`src/rtl/therm_ramp_ctrl.sv`:
```
// Level ramp controller: steps a 0..7 level toward a requested target one step per tick, holds HOLD_TICKS ticks, pulses done.
// Accept takes effect on the next edge; requests are refused (req_ready low) for the whole ramp/hold operation.
module therm_ramp_ctrl #(
   parameter int HOLD_TICKS = 4
) (
   input  logic       clk,
   input  logic       rst_n,
   input  logic       req_valid,
   output logic       req_ready,
   input  logic [2:0] req_target,
   input  logic       tick,
   input  logic       gray_en,
   output logic [2:0] level,
   output logic [6:0] therm,
   output logic [2:0] gray,
   output logic       busy,
   output logic       done
);

   localparam int CW = (HOLD_TICKS > 1) ? $clog2(HOLD_TICKS) : 1;
   localparam logic [CW-1:0] HOLD_LAST = CW'(HOLD_TICKS - 1);

   typedef enum logic [1:0] {
      IDLE,
      RAMP_UP,
      RAMP_DOWN,
      HOLD
   } state_t;

   state_t          state, state_n;
   logic [2:0]      level_n;
   logic [2:0]      target_r, target_n;
   logic [CW-1:0]   hold_cnt, hold_n;
   logic            done_n;
   logic [2:0]      level_inc, level_dec;

   assign level_inc = level + 3'd1;
   assign level_dec = level - 3'd1;

   always_ff @(posedge clk or negedge rst_n) begin
      if (!rst_n) begin
         state    <= IDLE;
         level    <= 3'd0;
         target_r <= 3'd0;
         hold_cnt <= '0;
         done     <= 1'b0;
      end else begin
         state    <= state_n;
         level    <= level_n;
         target_r <= target_n;
         hold_cnt <= hold_n;
         done     <= done_n;
      end
   end

   always_comb begin
      state_n  = state;
      level_n  = level;
      target_n = target_r;
      hold_n   = hold_cnt;
      done_n   = 1'b0;
      case (state)
         IDLE: begin
            if (req_valid) begin
               target_n = req_target;
               hold_n   = '0;
               if (req_target > level)
                  state_n = RAMP_UP;
               else if (req_target < level)
                  state_n = RAMP_DOWN;
               else
                  state_n = HOLD;
            end
         end
         RAMP_UP: begin
            if (tick) begin
               // level < target_r <= 7 guarantees the increment cannot wrap
               if (level < target_r) begin
                  level_n = level_inc;
                  if (level_inc == target_r) begin
                     state_n = HOLD;
                     hold_n  = '0;
                  end
               end else begin
                  state_n = HOLD;
                  hold_n  = '0;
               end
            end
         end
         RAMP_DOWN: begin
            if (tick) begin
               if (level > target_r) begin
                  level_n = level_dec;
                  if (level_dec == target_r) begin
                     state_n = HOLD;
                     hold_n  = '0;
                  end
               end else begin
                  state_n = HOLD;
                  hold_n  = '0;
               end
            end
         end
         HOLD: begin
            if (tick) begin
               if (hold_cnt == HOLD_LAST) begin
                  state_n = IDLE;
                  hold_n  = '0;
                  done_n  = 1'b1;
               end else begin
                  hold_n = hold_cnt + CW'(1);
               end
            end
         end
         default: begin
            state_n = IDLE;
            hold_n  = '0;
         end
      endcase
   end

   assign req_ready = (state == IDLE);
   assign busy      = ~req_ready;

   always_comb begin
      therm = '0;
      for (int i = 0; i < 7; i++)
         therm[i] = (3'(i) < level);
   end

   assign gray = gray_en ? (level ^ (level >> 1)) : 3'b000;

endmodule
```
`config.mk`:
```
export PLATFORM = sky130hd
export DESIGN_NAME = therm_ramp_ctrl
export DESIGN_NICKNAME = d
export VERILOG_FILES = /design/src/rtl/therm_ramp_ctrl.sv
export SDC_FILE = /design/constraint.sdc
export NUM_CORES = 1
export LEC_CHECK = 0
export CORE_MARGIN = 1.5
export CORE_UTILIZATION = 48
export DETAILED_ROUTE_END_ITERATION = 10
export PLACE_DENSITY = 0.83
export SLEW_MARGIN = 10
export SYNTH_ARGS = -nofsm -noshare
export SYNTH_HDL_FRONTEND = slang
export SYNTH_SLANG_ARGS = --single-unit
```
`constraint.sdc`:
```
create_clock -name clk -period 2.45 [get_ports clk]
set_input_delay 0.3675 -clock clk [delete_from_list [all_inputs] [get_ports clk]]
set_output_delay 0.3675 -clock clk [all_outputs]
set_load 0.02 [all_outputs]
```
== Word-level counts from Yosys, hierarchy flattened ==
Cells that the tools add are included.
Word-level totals
  output and inout bits: 16
  word-level logic and storage cells: 73
  bits in registers: 11
  input port bits: 8
Cells by class
  order comparisons: 11
  bitwise operators: 2
  $add $sub $neg: 3
  multiplexer cells: 31
  reduce and logical (&&, ||, !) cells: 6
  equal/unequal tests: 15
Operator list (number)
  2-bit 2-to-1 mux: 19
  2-bit case mux with 4 select lines: 2
  3-bit 2-to-1 mux: 5
  2-bit inequality test (second input constant): 7
  3-bit < comparator (first input constant): 3
  7-bit AND reduction: 1
  2-bit == test (second input constant): 3
  3-bit == test: 2
  3-bit greater-than comparator: 2
  1-bit by 3-bit < comparator with 1-bit output (first input constant): 2
  2-bit by 3-bit < comparator with 1-bit output (first input constant): 2
  3-bit < comparator: 2
  3-bit inequality test (second input constant): 2
  3-bit case mux with 2 select lines: 1
  6-bit AND reduction: 1
  5-bit AND reduction: 1
  1-bit 2-to-1 mux: 4
  3-bit by 1-bit adder with 3-bit output (second input constant): 1
  3-bit by 1-bit subtractor with 3-bit output (second input constant): 1
  3-bit by 2-bit bitwise XOR with 3-bit output: 1
  2-bit by 1-bit adder with 2-bit output (second input constant): 1
  2-bit by 1-bit == test with 1-bit output (second input constant): 1
  2-bit logical NOT: 1
  2-bit AND reduction: 1
  other kinds (2): 2

== Longest topological paths before layout ==
  word-level depth: 6
  depth in mapped cells: 7
  gate-level depth less buffers: 7

== Least setup slack after synthesis ==
OpenSTA, ideal clock, no wires.
  path kind: register to register
  from: reg level[0]
  to: reg state[0]
  buffers on the path: 0
  period minus slack after synthesis: 2335 ps
  cell stages (with the launch flop): 8
  data required time: 2322 ps
  setup time: 128 ps
  arrival time: 2208 ps
  path slack: 115 ps
  cells stage by stage: dfrtp_1 -> inv_1 -> ha_1 -> xnor2_1 -> nand2b_1 -> o2111a_1 -> nor4_2 -> mux2_1
On the way
  word-level cells in the longest chain between the ends: 5
  elaborated cells between the ends (all ways): 19
  those cells by class: add/sub: 2; order compare: 4; eq/ne: 4; mux: 8; reduce/logical: 1
Ends and longest elaborated chain
  from (decl): RTL line 13  | output logic [2:0] level,
  from (signal assigned): RTL line 49  | level <= level_n;
  parallel branches: the longest is 5 deep, another holds 3-bit by 1-bit subtractor with 3-bit output
  to (signal assigned): RTL line 48  | state <= state_n;
  to (decl): RTL line 30  | state_t state, state_n;
Parallel ways; which one is timed is not known. The select of a mux whose other input is x is not followed.
A chain may end at the register's enable or synchronous reset.

== Worst setup path after layout ==
  from: reg level[1]
  to: reg hold_cnt[0]
On the way
  word-level cells in the longest chain between the ends: 4
  elaborated cells between the ends (all ways): 14
  those cells by class: add/sub: 2; order compare: 2; eq/ne: 4; mux: 5; reduce/logical: 1
Ends and longest elaborated chain
  3-bit by 1-bit subtractor with 3-bit output (tied with other cells): RTL line 38  | assign level_dec = level - 3'd1;
  3-bit == test (tied with other cells): RTL line 94  | if (level_dec == target_r) begin
  3-bit inequality test (no source line) (tied with other cells)
  6-bit AND reduction (no source line) / 2-bit case mux with 4 select lines (equally long branches)
  to (signal assigned): RTL line 51  | hold_cnt <= hold_n;
  to (decl): RTL line 33  | logic [CW-1:0] hold_cnt, hold_n;
Several ways; a longest one is shown, not always the timed one. The select of a mux whose other input is x is not followed.

==> metrics <==
Seq pwr share 18.0%; # nets final 153; synth unique cells 30; Mapped Area 956 um^2; Switching Share 47.8%; Warnings, synthesis 0; GRT Overall Usage about 22%; Mean Syn Cell Area 9.96 um^2; clock sinks 11; 1st-pass router iterations 4; core area 0.00180 mm^2; met3 usage around 2.3%; DIE HEIGHT 47.6 um; RSZ-0062 raised after global routing no; GRT met1 Usage 30.2%; Placer Congestion roughly 0.77; cell row count 15; grt ovf 0; Slew @ Worst Pin about 540 ps; Synthesized Nets about 120; remaining antenna violation count 0; Pleak 0.000605 uW; worst path arrival time about 2500 ps; Critical Path Source Type register; final setup TNS 0 ps; Tmin final approximately 2300 ps; Slew HR about 64%; WL final approximately 2300 um; # DRC 0; clock tree buffer depth 2; Hold Buf Count CTS 0; Crit Path Category reg2reg; Req. time, crit path 2600 ps; initial core utilization 53.1%; Design Area, Final 0.00127 mm^2; via count 791; met2 GRT Util 37.8%; Root Driver clkbuf_4; PD cells 1570 mW/mm^2; Final Skew 1.15 ps; die area 0.00227 mm^2; f_max 0.429 GHz; share of layout cells above drive strength 1 10.4%; final hold viol count 0; Slew Viols, Final 0; Gate power share between 70% and 80%; CP Capture Type register; PortBufs 23; CTS tree yes; Synth Instances 96; clock power share 6.5%; setup violators final 0; #FFs+latches synth 11; sequential area share after synthesis 28.8%; H-tree levels 1; clock latency on the worst-skew pair 270 ps; antenna violations before repair 0; status complete, no violations; # diodes 0; CTS resizes 0; fillers 149; Num CTS Buffers 3; Internal 1040 uW; post-DR wirelength/cell 15.0 um; CTS clk-pin slew, worst paths roughly 80 ps; Avg Vias per Cell 5.27; Net Sw Power 952 uW; Layout area overhead 32.9%; largest net degree at the start of global routing 12; most used routing layer met2; maximum vdd drop 0.994 mV; Crit Path Max Fanout 7; Min-Delay Path Class in2async; Post-CTS Setup Inserts 0; Top Ports 24; 1st-iter DRT viols 17; chip width around 48 um; first-pass GRT wire length between 3000 and 4000 um; dpl hpwl 1870 um; final cycle utilization of the critical path 95.2%; vias in the first global route around 750; max_cap viols 0; post-placement cell area approximately 0.0012 mm^2
## final timing paths
path                                to        start  slack (ps)  cells past startpoint
setup reg to reg           hold_cnt[0]     level[1]         120                      7
hold reg to reg            target_r[0]  target_r[0]         510                      2
min in group clk           target_r[0]  target_r[0]         510                      2
max in group asynchronous  target_r[1]        rst_n        1640                      1
setup / recovery           hold_cnt[0]     level[1]         120                      7
hold / removal                    done        rst_n         450                      1
## metal layers
layer	routed length, um	up-vias
met1	1050	387
met3	66	2
li1	-	388
met5	0	-
met4	15	0
met2	1120	14
## cells by family (layout without fill, tap and decap cells)
kind of cell               after synthesis  after routing  synth area share [%]
AOI/OAI and AO/OA                       16             16                  11.5
DFF                                     11             11                  28.8
adders and majority gates               19             19                  24.9
muxes                                    8              8                  9.16
buffers and inverters                   13             42                  5.50
xor gates and xnor gates                 7              7                  7.20
and+or+nand+nor                         22             22                  13.0
## per-stage QoR
stage / total power [uW] / setup slack, ps / util, % / std cells / hold WS, ps
6_report: 1990 / 117 / 70.5 / 150 / 447
4_1_cts: 1980 / 63.2 / 69.9 / 150 / 471
2_1_floorplan: 1330 / 115 / - / 96 / 71.9
5_1_grt: 2140 / 5.06 / 70.5 / 150 / 505
3_3_place_gp: 1770 / 188 / 68.4 / 146 / 479
3_5_place_dp: 1840 / 102 / 68.4 / 146 / 492
## cells in the mapped netlist
cell	count	area (um^2)
and3_1	1	6.26
nor4_2	1	12.5
mux2_1	2	22.5
nand3_1	1	5.00
o2111a_1	1	11.3
o21ai_0	4	20.0
xnor2_1	5	43.8
a22oi_1	1	7.51
a211oi_1	1	7.51
buf_4	1	7.51
o211ai_1	1	7.51
a221oi_2	1	15.0
a31oi_1	2	12.5
o22ai_1	1	6.26
ha_1	19	238
nand2b_1	1	6.26
and2_1	3	18.8
mux2_2	4	45.0
nand2_1	6	22.5
xnor2_2	1	16.3
nor3_1	2	10.0
and4b_1	1	10.0
dfrtp_1	11	275
nor2_1	2	7.51
a21boi_0	1	7.51
inv_1	12	45.0
xor2_1	1	8.76
mux2i_1	2	20.0
nor2b_1	4	25.0
a21oi_1	3	15.0
## placed cells by master (no fill, tap or decap), drive strengths merged, types with 3 or more instances in the layout
cell and instances:
nand2 6, and2 3, mux2 6, xnor2 6, buf 3, clkbuf 4
dfrtp 11, ha 19, a21oi 3, nor2b 4, clkdlybuf4s50 22, o21ai 4
inv 12
## state kept, by name, indices dropped and copies added, names as in the netlist
name      flops
level         3
target_r      3
hold_cnt      2
state         2
done          1
## power groups by stage
stage / registers (uW) / clock network [uW] / logic [uW]
finish: 358 / 130 / 1500
global route: 370 / 136 / 1630
CTS: 358 / 131 / 1490
detailed placement: 362 / 0 / 1480
global placement: 349 / 0 / 1420
floorplan: 387 / 0 / 944
## cell type report
class	count	area [um^2]	share of cell area, %
Clock buffer	4	26.3	2.07
Tap cell	25	31.3	2.46
Multi-Input combinational cell	72	637	50.1
Timing Repair Buffer	26	255	20.1
Inverter	12	45.0	3.55
Sequential cell	11	275	21.7
## critical path, cell delays in order, from the launching register on
cell	delay, ps
dfrtp_1	470
inv_1	90
ha_1	330
xnor2_1	230
nand2b_1	90
o2111a_1	280
nor3_1	340
mux2_2	390
(Power assumes the default switching activity.)
==> edit: new RTL, same settings <==
Encoding of `state_t`: now one-hot (4 bits for 4 states).
--- a/src/rtl/therm_ramp_ctrl.sv
+++ b/src/rtl/therm_ramp_ctrl.sv
@@ -20,11 +20,11 @@
    localparam int CW = (HOLD_TICKS > 1) ? $clog2(HOLD_TICKS) : 1;
    localparam logic [CW-1:0] HOLD_LAST = CW'(HOLD_TICKS - 1);
 
-   typedef enum logic [1:0] {
-      IDLE,
-      RAMP_UP,
-      RAMP_DOWN,
-      HOLD
+   typedef enum logic [3:0] {
+      IDLE      = 4'b0001,
+      RAMP_UP   = 4'b0010,
+      RAMP_DOWN = 4'b0100,
+      HOLD      = 4'b1000
    } state_t;
 
    state_t          state, state_n;
Behaviour: same outputs for any inputs over 10 cycles, from zero or initial values and one cycle with rst_n low; not proved beyond that.
==> edit against the unedited design <==
Critical path depth is 3 lower. Power is 6.9% higher. Wire length increased by 6.6%. Final area rose by 12%. Via count increased by 19%. Clock skew increased by 0.0054 ns. Setup slack got worse by 0.018 ns. Sequential share of layout area grew 1.5 points. Synthesized area is 17% higher. Worst hold slack better by 0.024 ns. Sequential cell count increased by 2. Critical path type is now register to output port. Critical endpoint is now gray[0]. Largest cell class unchanged. Highest routed layer unchanged.
==> edit: results (changes against the unedited design) <==
- The final weighted congestion in routability-driven placement is 0.810 (+4.8%).
- The post-route non-filler standard cell count is 168 (+12%).
- The number of vias per cell is 5.61 (+6.4%).
- The number of instances in the placed design is 164 (+12%).
- The first-iteration detailed-routing DRC count is 21 (+4).
- The post-cts repair resize count is 0 (unchanged).
- The average instance area after synthesis came to 9.80 µm² (-1.6%).
- The proportion of layout cells with a drive suffix above 1 is 0.143 (+0.0389).
- The number of antenna diodes is 0 (unchanged).
- The beginning of the critical path is level[0]$_DFFE_PN0P_.
- The combined global-route utilization of all metal layers came to 0.205 (-0.0179).
- The setup slack after placement is 0.189 ns (+0.0864 ns).
- The post-route cell area is 0.00142 mm² (+12%).
- The top achievable clock speed was 425 MHz (-0.78%).
- The maximum number of pins on one net before global-route repair is 14 (+2).
- The final clock skew came to 0.00653 ns (+0.00537 ns).
- The highest ir drop seen on vdd is 0.788 mV (-21%).
- The global-route wire length before repair came to 4040 µm (+19%).
- The post-synth net total came to 137 (+11%).
- The post-place instance area was 0.00138 mm² (+12%).
- The synthesized-area fraction occupied by adder cells was 0.168 (-0.0807).
- The count of fill cells added during filler insertion is 186 (+25%).
- The post-synthesis sequential area ratio is 0.292 (+0.00432).
- The later pin in the worst-skew pair is clocked with a latency of between 0.2 and 0.3 ns.
- The multiplexer share of the synthesized area was 0.0515 (-0.0401).
- The commonest cells after synthesis are 15 x sky130_fd_sc_hd__ha_1, 12 x sky130_fd_sc_hd__dfrtp_1, 9 x sky130_fd_sc_hd__inv_1, 8 x sky130_fd_sc_hd__nand2_1, 7 x sky130_fd_sc_hd__nor2_1.
- By area the synthesized netlist is led by sky130_fd_sc_hd__dfrtp_1 27%, sky130_fd_sc_hd__ha_1 17%, sky130_fd_sc_hd__xnor2_1 3.9%.
- The number of search-and-repair iterations in the first detailed-routing pass came to 4 (unchanged).
- The leakage dissipation is 0.635 nW (+4.9%).
- The path class of the tightest hold or removal check is input pin to asynchronous set/reset pin.
- The post-synthesis compound-gate area fraction came to 0.179 (+0.0640).
- The worst slew margin relative to its limit is 0.575 (-0.0619).
- The arrival time reported for the critical path endpoint is 1.98 ns (-0.51 ns).
- The total number of yosys warnings was 0 (unchanged).
- The xor/xnor cell area share of the yosys netlist is 0.0817 (+0.00976).
- The number of unique standard cell types used by synthesis was 43 (+43%).
- The half-perimeter wire length after placement is 1820 µm (-2.5%).
- In the final layout, the registers with the most flip-flops are state x4, level x3, target_r x3.
- The via count of the first global-routing pass came to 885 (+17%).
- The detail-routed net length per standard cell is 14.3 µm (-4.8%).
- The flow ran to the end, and the final reports show no timing, DRC or antenna violations.
[edit: cell types whose count changed after synthesis, sizes merged, moves of 3 or more]
cell and change:
ha -4, nor2 +5, nand2b +3, nor2b -4, mux2 -3, a21oi +3
[edit: layout make-up]
cell class / instances / area (µm²) / area share
Sequential cell: 13 / 329 / 0.232
Inverter: 10 / 37.5 / 0.0265
Clock buffer: 4 / 26.3 / 0.0185
Tap cell: 28 / 35.0 / 0.0247
Multi-Input combinational cell: 87 / 737 / 0.520
Timing Repair Buffer: 26 / 253 / 0.178
[edit: worst paths after layout]
kind                                           end  slack, ns  cells after the start
max                                        gray[0]        0.1                      4
min                           level[1]$_DFFE_PN0P_       0.47                      1
max reg2reg                   state[1]$_DFFE_PN0P_       0.20                      7
min reg2reg                hold_cnt[1]$_DFFE_PN0P_       0.50                      1
max in group asynchronous     level[0]$_DFFE_PN0P_       1.53                      1
min in group clk           hold_cnt[1]$_DFFE_PN0P_       0.50                      1
[edit: report_power, final]
part	internal, W	switching [W]	total [W]	leakage (nW)
Clock	0.0000632	0.0000744	0.000138	0.0150
Combinational	0.000733	0.000791	0.00152	0.458
Sequential	0.000310	0.000157	0.000467	0.161
[edit: worst max-delay path, stage by stage, from the launching register on]
cell and delay [ns]:
sky130_fd_sc_hd__dfrtp_2 0.42, sky130_fd_sc_hd__inv_1 0.14, sky130_fd_sc_hd__ha_1 0.39, sky130_fd_sc_hd__and2_1 0.16, sky130_fd_sc_hd__clkdlybuf4s50_1 0.60
[edit: per-layer routing]
| metal | global-route usage | routed length [µm] | vias up |
|---|---|---|---|
| met1 | 0.279 | 1110 | 459 |
| met4 | 0.0526 | 31 | 0 |
| met2 | 0.325 | 1170 | 18 |
| met3 | 0.0526 | 87 | 4 |
| li1 | - | - | 462 |
| met5 | 0 | 0 | - |
